**config.mk**
```make
export PLATFORM = sky130hd
export DESIGN_NAME = audio_mixer_flat
export DESIGN_NICKNAME = d
export VERILOG_FILES = /design/src/rtl/audio_mixer_if.sv /design/src/rtl/audio_mixer.sv /design/src/flat_wrapper.sv
export SDC_FILE = /design/constraint.sdc
export NUM_CORES = 1
export LEC_CHECK = 0
export CORE_MARGIN = 3
export CORE_UTILIZATION = 36
export CTS_CLUSTER_SIZE = 40
export DETAILED_ROUTE_END_ITERATION = 8
export GPL_ROUTABILITY_DRIVEN = 0
export HOLD_SLACK_MARGIN = 0.12
export SLEW_MARGIN = 20
export SYNTH_ARGS = -nofsm -noshare
export SYNTH_HDL_FRONTEND = slang
export SYNTH_SLANG_ARGS = --single-unit
```
**constraint.sdc**
```tcl
create_clock -name i_clock -period 3 [get_ports i_clock]
set_clock_uncertainty 0.2 [all_clocks]
set_input_delay 0.9 -clock i_clock [delete_from_list [all_inputs] [get_ports i_clock]]
set_output_delay 0.9 -clock i_clock [all_outputs]
set_load 0.03 [all_outputs]
```
**src/rtl/audio_mixer_if.sv**
```systemverilog
// audio_mixer_if: channel sample/pan/volume inputs and the mixed-sample and DAC outputs of audio_mixer.
// master drives the sources; slave is the mixer itself.
interface audio_mixer_if #(
  parameter int CHANNELS = 4,
  parameter int WIDTH    = 8
);
  logic [CHANNELS*WIDTH-1:0] di;
  logic [2*CHANNELS-1:0]     pan;
  logic [4*CHANNELS-1:0]     vol;
  logic                      strobe;
  logic [WIDTH-1:0]          lsample;
  logic [WIDTH-1:0]          rsample;
  logic [1:0]                audio;

  modport master (output di, pan, vol, input strobe, lsample, rsample, audio);
  modport slave  (input di, pan, vol, output strobe, lsample, rsample, audio);
endinterface

```
**src/rtl/audio_mixer.sv**
```systemverilog
// audio_mixer: sequenced N-channel stereo mixer with saturating latch and two first-order delta-sigma DACs.
// Optional per-channel volume (gain (vol+1)/16, truncated) is enabled by defining AUDIO_MIXER_VOLUME_EN.
module audio_mixer #(
  parameter int CHANNELS = 4,
  parameter int WIDTH    = 8
) (
  input logic          i_clock,
  input logic          i_reset,
  audio_mixer_if.slave io_mix
);
  localparam int IDX_W = $clog2(CHANNELS + 1);
  localparam int ACC_W = WIDTH + $clog2(CHANNELS) + 1;
  localparam logic [IDX_W-1:0] LAST = IDX_W'(CHANNELS);

  logic [IDX_W-1:0] r_idx;
  logic [ACC_W-1:0] r_lacc;
  logic [ACC_W-1:0] r_racc;
  logic [WIDTH-1:0] r_lsample;
  logic [WIDTH-1:0] r_rsample;
  logic             r_strobe;
  logic [WIDTH:0]   r_lsd;
  logic [WIDTH:0]   r_rsd;

  logic [WIDTH-1:0] w_di;
  logic [1:0]       w_pan;
  logic [WIDTH-1:0] w_scaled;
  logic [WIDTH-1:0] w_lsat;
  logic [WIDTH-1:0] w_rsat;

  always_comb begin
    w_di  = '0;
    w_pan = '0;
    for (int k = 0; k < CHANNELS; k++) begin
      if (r_idx == IDX_W'(k)) begin
        w_di  = io_mix.di[k*WIDTH +: WIDTH];
        w_pan = io_mix.pan[2*k +: 2];
      end
    end
  end

`ifdef AUDIO_MIXER_VOLUME_EN
  logic [3:0]       w_vol;
  logic [WIDTH+3:0] w_product;

  always_comb begin
    w_vol = '0;
    for (int k = 0; k < CHANNELS; k++) begin
      if (r_idx == IDX_W'(k)) w_vol = io_mix.vol[4*k +: 4];
    end
  end

  // (vol+1) never exceeds 16, so the product fits in WIDTH+4 bits
  assign w_product = (WIDTH+4)'(w_di) * (WIDTH+4)'({1'b0, w_vol} + 5'd1);
  assign w_scaled  = WIDTH'(w_product >> 4);
`else
  logic w_unused_vol;
  assign w_unused_vol = ^io_mix.vol;
  assign w_scaled     = w_di;
`endif

  assign w_lsat = (|r_lacc[ACC_W-1:WIDTH]) ? '1 : r_lacc[WIDTH-1:0];
  assign w_rsat = (|r_racc[ACC_W-1:WIDTH]) ? '1 : r_racc[WIDTH-1:0];

  always_ff @(posedge i_clock or negedge i_reset) begin
    if (!i_reset) begin
      r_idx     <= '0;
      r_lacc    <= '0;
      r_racc    <= '0;
      r_lsample <= '0;
      r_rsample <= '0;
      r_strobe  <= 1'b0;
      r_lsd     <= '0;
      r_rsd     <= '0;
    end else begin
      if (r_idx == LAST) begin
        r_idx     <= '0;
        r_lacc    <= '0;
        r_racc    <= '0;
        r_lsample <= w_lsat;
        r_rsample <= w_rsat;
        r_strobe  <= 1'b1;
      end else begin
        r_idx    <= r_idx + 1'b1;
        r_lacc   <= r_lacc + (w_pan[0] ? ACC_W'(w_scaled) : '0);
        r_racc   <= r_racc + (w_pan[1] ? ACC_W'(w_scaled) : '0);
        r_strobe <= 1'b0;
      end
      // the carry out of the WIDTH-bit phase accumulator is the DAC bit
      r_lsd <= {1'b0, r_lsd[WIDTH-1:0]} + {1'b0, r_lsample};
      r_rsd <= {1'b0, r_rsd[WIDTH-1:0]} + {1'b0, r_rsample};
    end
  end

  assign io_mix.strobe  = r_strobe;
  assign io_mix.lsample = r_lsample;
  assign io_mix.rsample = r_rsample;
  assign io_mix.audio   = {r_rsd[WIDTH], r_lsd[WIDTH]};
endmodule

```
**src/flat_wrapper.sv**
```systemverilog
// flat-port wrapper written by rule: the top's interface ports become plain ports
module audio_mixer_flat 
#(
  parameter int CHANNELS = 4,
  parameter int WIDTH    = 8
)
  (i_clock, i_reset, io_mix_di, io_mix_pan, io_mix_vol, io_mix_strobe, io_mix_lsample, io_mix_rsample, io_mix_audio);
  audio_mixer_if #(.CHANNELS(CHANNELS), .WIDTH(WIDTH)) io_mix_i ();
  input logic i_clock;
  input logic i_reset;
  input wire logic [$bits(io_mix_i.di)-1:0] io_mix_di;
  input wire logic [$bits(io_mix_i.pan)-1:0] io_mix_pan;
  input wire logic [$bits(io_mix_i.vol)-1:0] io_mix_vol;
  output wire logic [$bits(io_mix_i.strobe)-1:0] io_mix_strobe;
  output wire logic [$bits(io_mix_i.lsample)-1:0] io_mix_lsample;
  output wire logic [$bits(io_mix_i.rsample)-1:0] io_mix_rsample;
  output wire logic [$bits(io_mix_i.audio)-1:0] io_mix_audio;
  assign io_mix_i.di = io_mix_di;
  assign io_mix_i.pan = io_mix_pan;
  assign io_mix_i.vol = io_mix_vol;
  assign io_mix_strobe = io_mix_i.strobe;
  assign io_mix_lsample = io_mix_i.lsample;
  assign io_mix_rsample = io_mix_i.rsample;
  assign io_mix_audio = io_mix_i.audio;
  audio_mixer #(.CHANNELS(CHANNELS), .WIDTH(WIDTH)) u_core (.i_clock(i_clock), .i_reset(i_reset), .io_mix(io_mix_i));
endmodule
```
==> impl_metrics.json <==
{
  "outcome": "complete, but fails checks",
  "violations": "setup timing",
  "cp-end-kind": "flop",
  "clkSlewWorstSetupHoldPaths_ns": 0.07,
  "final_common_cell": "buf_4",
  "io_pins": 77,
  "ys_seq_area_frac": 0.411,
  "max_freq_mhz": 322,
  "rsz0062_at_grt": "yes",
  "irDropWorstVdd_mv": 0.365,
  "wl_per_cell_um": 14.6,
  "slowest_delay_ns": 0.45,
  "fin_area_mm2": 0.00571,
  "cp_num_buf_inv": 2,
  "r2r_start": "u_core.r_idx[0]",
  "r2r_end": "u_core.r_racc[9]",
  "period_minus_slack_ns": 3.10,
  "area_delta_synth_final_pct": 56.3,
  "htree_levels": 3,
  "start_util": 0.372,
  "ys.flop_type": "dfrtp_1",
  "hpwl_mm": 6.43,
  "ant_nets": 0,
  "worstSetupPathType": "flop to flop",
  "path_common_cell": "ha_4",
  "maxCapViolCount": 0,
  "yosysTopAreaCell": "dfrtp_1",
  "yosys-top-cells-area": "dfrtp_1 (41%), ha_1 (13%), nor2_1 (4.8%)",
  "die_area_mm2": 0.0114,
  "tightestPinTransition_ns": 0.321,
  "routed_via_density": 5.11,
  "fp.dieH_um": 107,
  "place_area_mm2": 0.00478,
  "die_x_um": 107,
  "drt_iter0_markers": 137,
  "antenna_found_initial": 0,
  "hp-class": "flop to flop",
  "reg2regPathDepth": 13,
  "drive_above_1_share": 0.354,
  "synth-edff-count": 0,
  "yosysWarnings": 0,
  "crit_arrival_ns": 3.13,
  "period_share": 1.03,
  "hold_buffers": 0,
  "io_buffers": 60,
  "start_kind": "flop",
  "slew_headroom": 0.786,
  "p_per_area_mw_per_mm2": 830,
  "gr-total-overflow": 0,
  "drv_slew": 0,
  "syn_avg_cell_area_um2": 9.79,
  "synthDominantCellAreaShare": 0.411,
  "diodes": 0,
  "final_core_util": 0.582,
  "hold_path_depth": 1,
  "drc": 0,
  "critical_path_depth": 13,
  "cts_tree": "done",
  "worstPathCellList": "ha_4, buf_12, and3b_1, a21oi_2, o21ai_1, a22oi_2, buf_4, nor2_4, ha_4, a211oi_4, o21ai_2, a221o_1, a31o_2",
  "fin_ws_ns": -0.102,
  "dp_cells": 600,
  "firstDrtPassIters": 4,
  "num_vias": 3293,
  "cts_sinks": 60,
  "min_to": "u_core.r_lsd[0]",
  "hold_viol_final": 0,
  "critPathTopFamily": "compound AO/OA/AOI/OAI gates",
  "synth_nets": 472,
  "wl_mm": 9.40,
  "instances_no_fill": 645,
  "design.core.area_mm2": 0.00982,
  "dp_slack_ns": -0.729,
  "numCtsBuffers": 9,
  "rrSetupSlack_ns": -0.10,
  "clk_latency_ns": 0.34,
  "fin_nets": 606,
  "grt_pass1_vias": 3365,
  "leakagePower_nw": 2.41,
  "critical_path.max_fanout": 7,
  "netlist_area_mm2": 0.00365,
  "grt.total_usage": 0.168,
  "synth_cell_types": 37,
  "grt_pass1_wl_mm": 15.6,
  "worstHoldStart": "u_core.r_lsd[0]",
  "cts_root_buf": "clkbuf_8",
  "async_flop_share": 1.00,
  "clock_path_buffers": 2,
  "ys_seq_elements": 60,
  "setup_violations": 10,
  "crit_slowest_cell": "dfrtp_2",
  "syn_inst": 373,
  "critPathRequiredTime_ns": 3.03,
  "rows": 36,
  "final_cell_mix": "buf_4 (65), dfrtp_1 (59), clkdlybuf4s50_1 (50)",
  "grt_start_max_net_pins": 61
}
==> final cells by class <==
class / count / area, um^2
Fill cell: 878 / 4110
Inverter: 14 / 52.6
Clock buffer: 12 / 145
Timing Repair Buffer: 137 / 1250
Tap cell: 133 / 166
Multi-Input combinational cell: 285 / 2520
Clock inverter: 4 / 72.6
Sequential cell: 60 / 1500
==> how the worst max path moves through the flow <==
| stage | start | endpoint |
|---|---|---|
| global placement | io_mix_pan[1] | u_core.r_racc[6] |
| CTS | u_core.r_idx[1] | u_core.r_racc[10] |
| finish | u_core.r_idx[0] | u_core.r_racc[9] |
| detailed placement | io_mix_pan[1] | u_core.r_racc[9] |
| global route | u_core.r_idx[1] | u_core.r_racc[10] |
| floorplan | io_mix_pan[1] | u_core.r_racc[10] |
==> repair_timing <==
| item | in CTS | in global routing |
|---|---|---|
| gates resized for setup | 71 | 56 |
| gates cloned | 0 | 0 |
| endpoints found under the hold margin | 0 | 0 |
| pin swaps | 63 | 60 |
| buffers inserted | 16 | 14 |
| setup endpoints to repair | 14 | 14 |
==> where the power goes <==
part	switching [mW]	total, mW	internal, mW
Sequential	0.240	1.40	1.16
Combinational	1.27	2.52	1.25
Clock	0.326	0.816	0.490
Total	1.83	4.74	2.91
==> registers in the layout, indices dropped and copies added (netlist names) <==
signal	count
u_core.io_mix.lsample	8
u_core.r_lsd	9
u_core.r_idx	3
u_core.io_mix.rsample	8
u_core.io_mix.strobe	1
u_core.r_rsd	9
u_core.r_racc	11
u_core.r_lacc	11
==> Yosys cell counts, types with 6 or more instances <==
| cell type | number |
|---|---|
| nand2_1 | 17 |
| o22a_1 | 14 |
| dfrtp_1 | 60 |
| clkbuf_1 | 8 |
| ha_1 | 37 |
| o21bai_1 | 6 |
| o21ai_0 | 25 |
| a21o_1 | 6 |
| xnor2_1 | 8 |
| inv_1 | 14 |
| and2_1 | 6 |
| nor3_1 | 6 |
| and3b_1 | 10 |
| a22oi_1 | 8 |
| xor2_1 | 14 |
| a21oi_1 | 28 |
| a211oi_1 | 6 |
| nor2_1 | 47 |
==> layer usage <==
metal  routed length [um]  vias to the layer above  share of wire  GRT usage
li1                     -                     1619              -          -
met1                 4170                     1579           0.44      0.219
met2                 4580                       84           0.49      0.272
met3                  497                       11          0.053     0.0439
met4                  149                        0          0.016     0.0539
met5                    0                        -              0          0
==> cells by family after synthesis <==
group / Yosys count / synth area share
compound gates: 116 / 0.213
simple gates: 106 / 0.142
flops: 60 / 0.411
fa+ha+maj: 41 / 0.149
buf+inv: 28 / 0.0322
xor+xnor: 22 / 0.0527
==> metrics by stage <==
stage	hold WS (ns)	TNS, ns	power (mW)
finish	0.270	-0.447	4.74
floorplan	0.243	-0.842	2.95
global route	0.299	-2.18	5.13
CTS	0.275	-1.17	4.62
detailed placement	0.260	-9.97	3.65
global placement	0.253	-9.55	3.57
(Power assumes the default switching activity.)
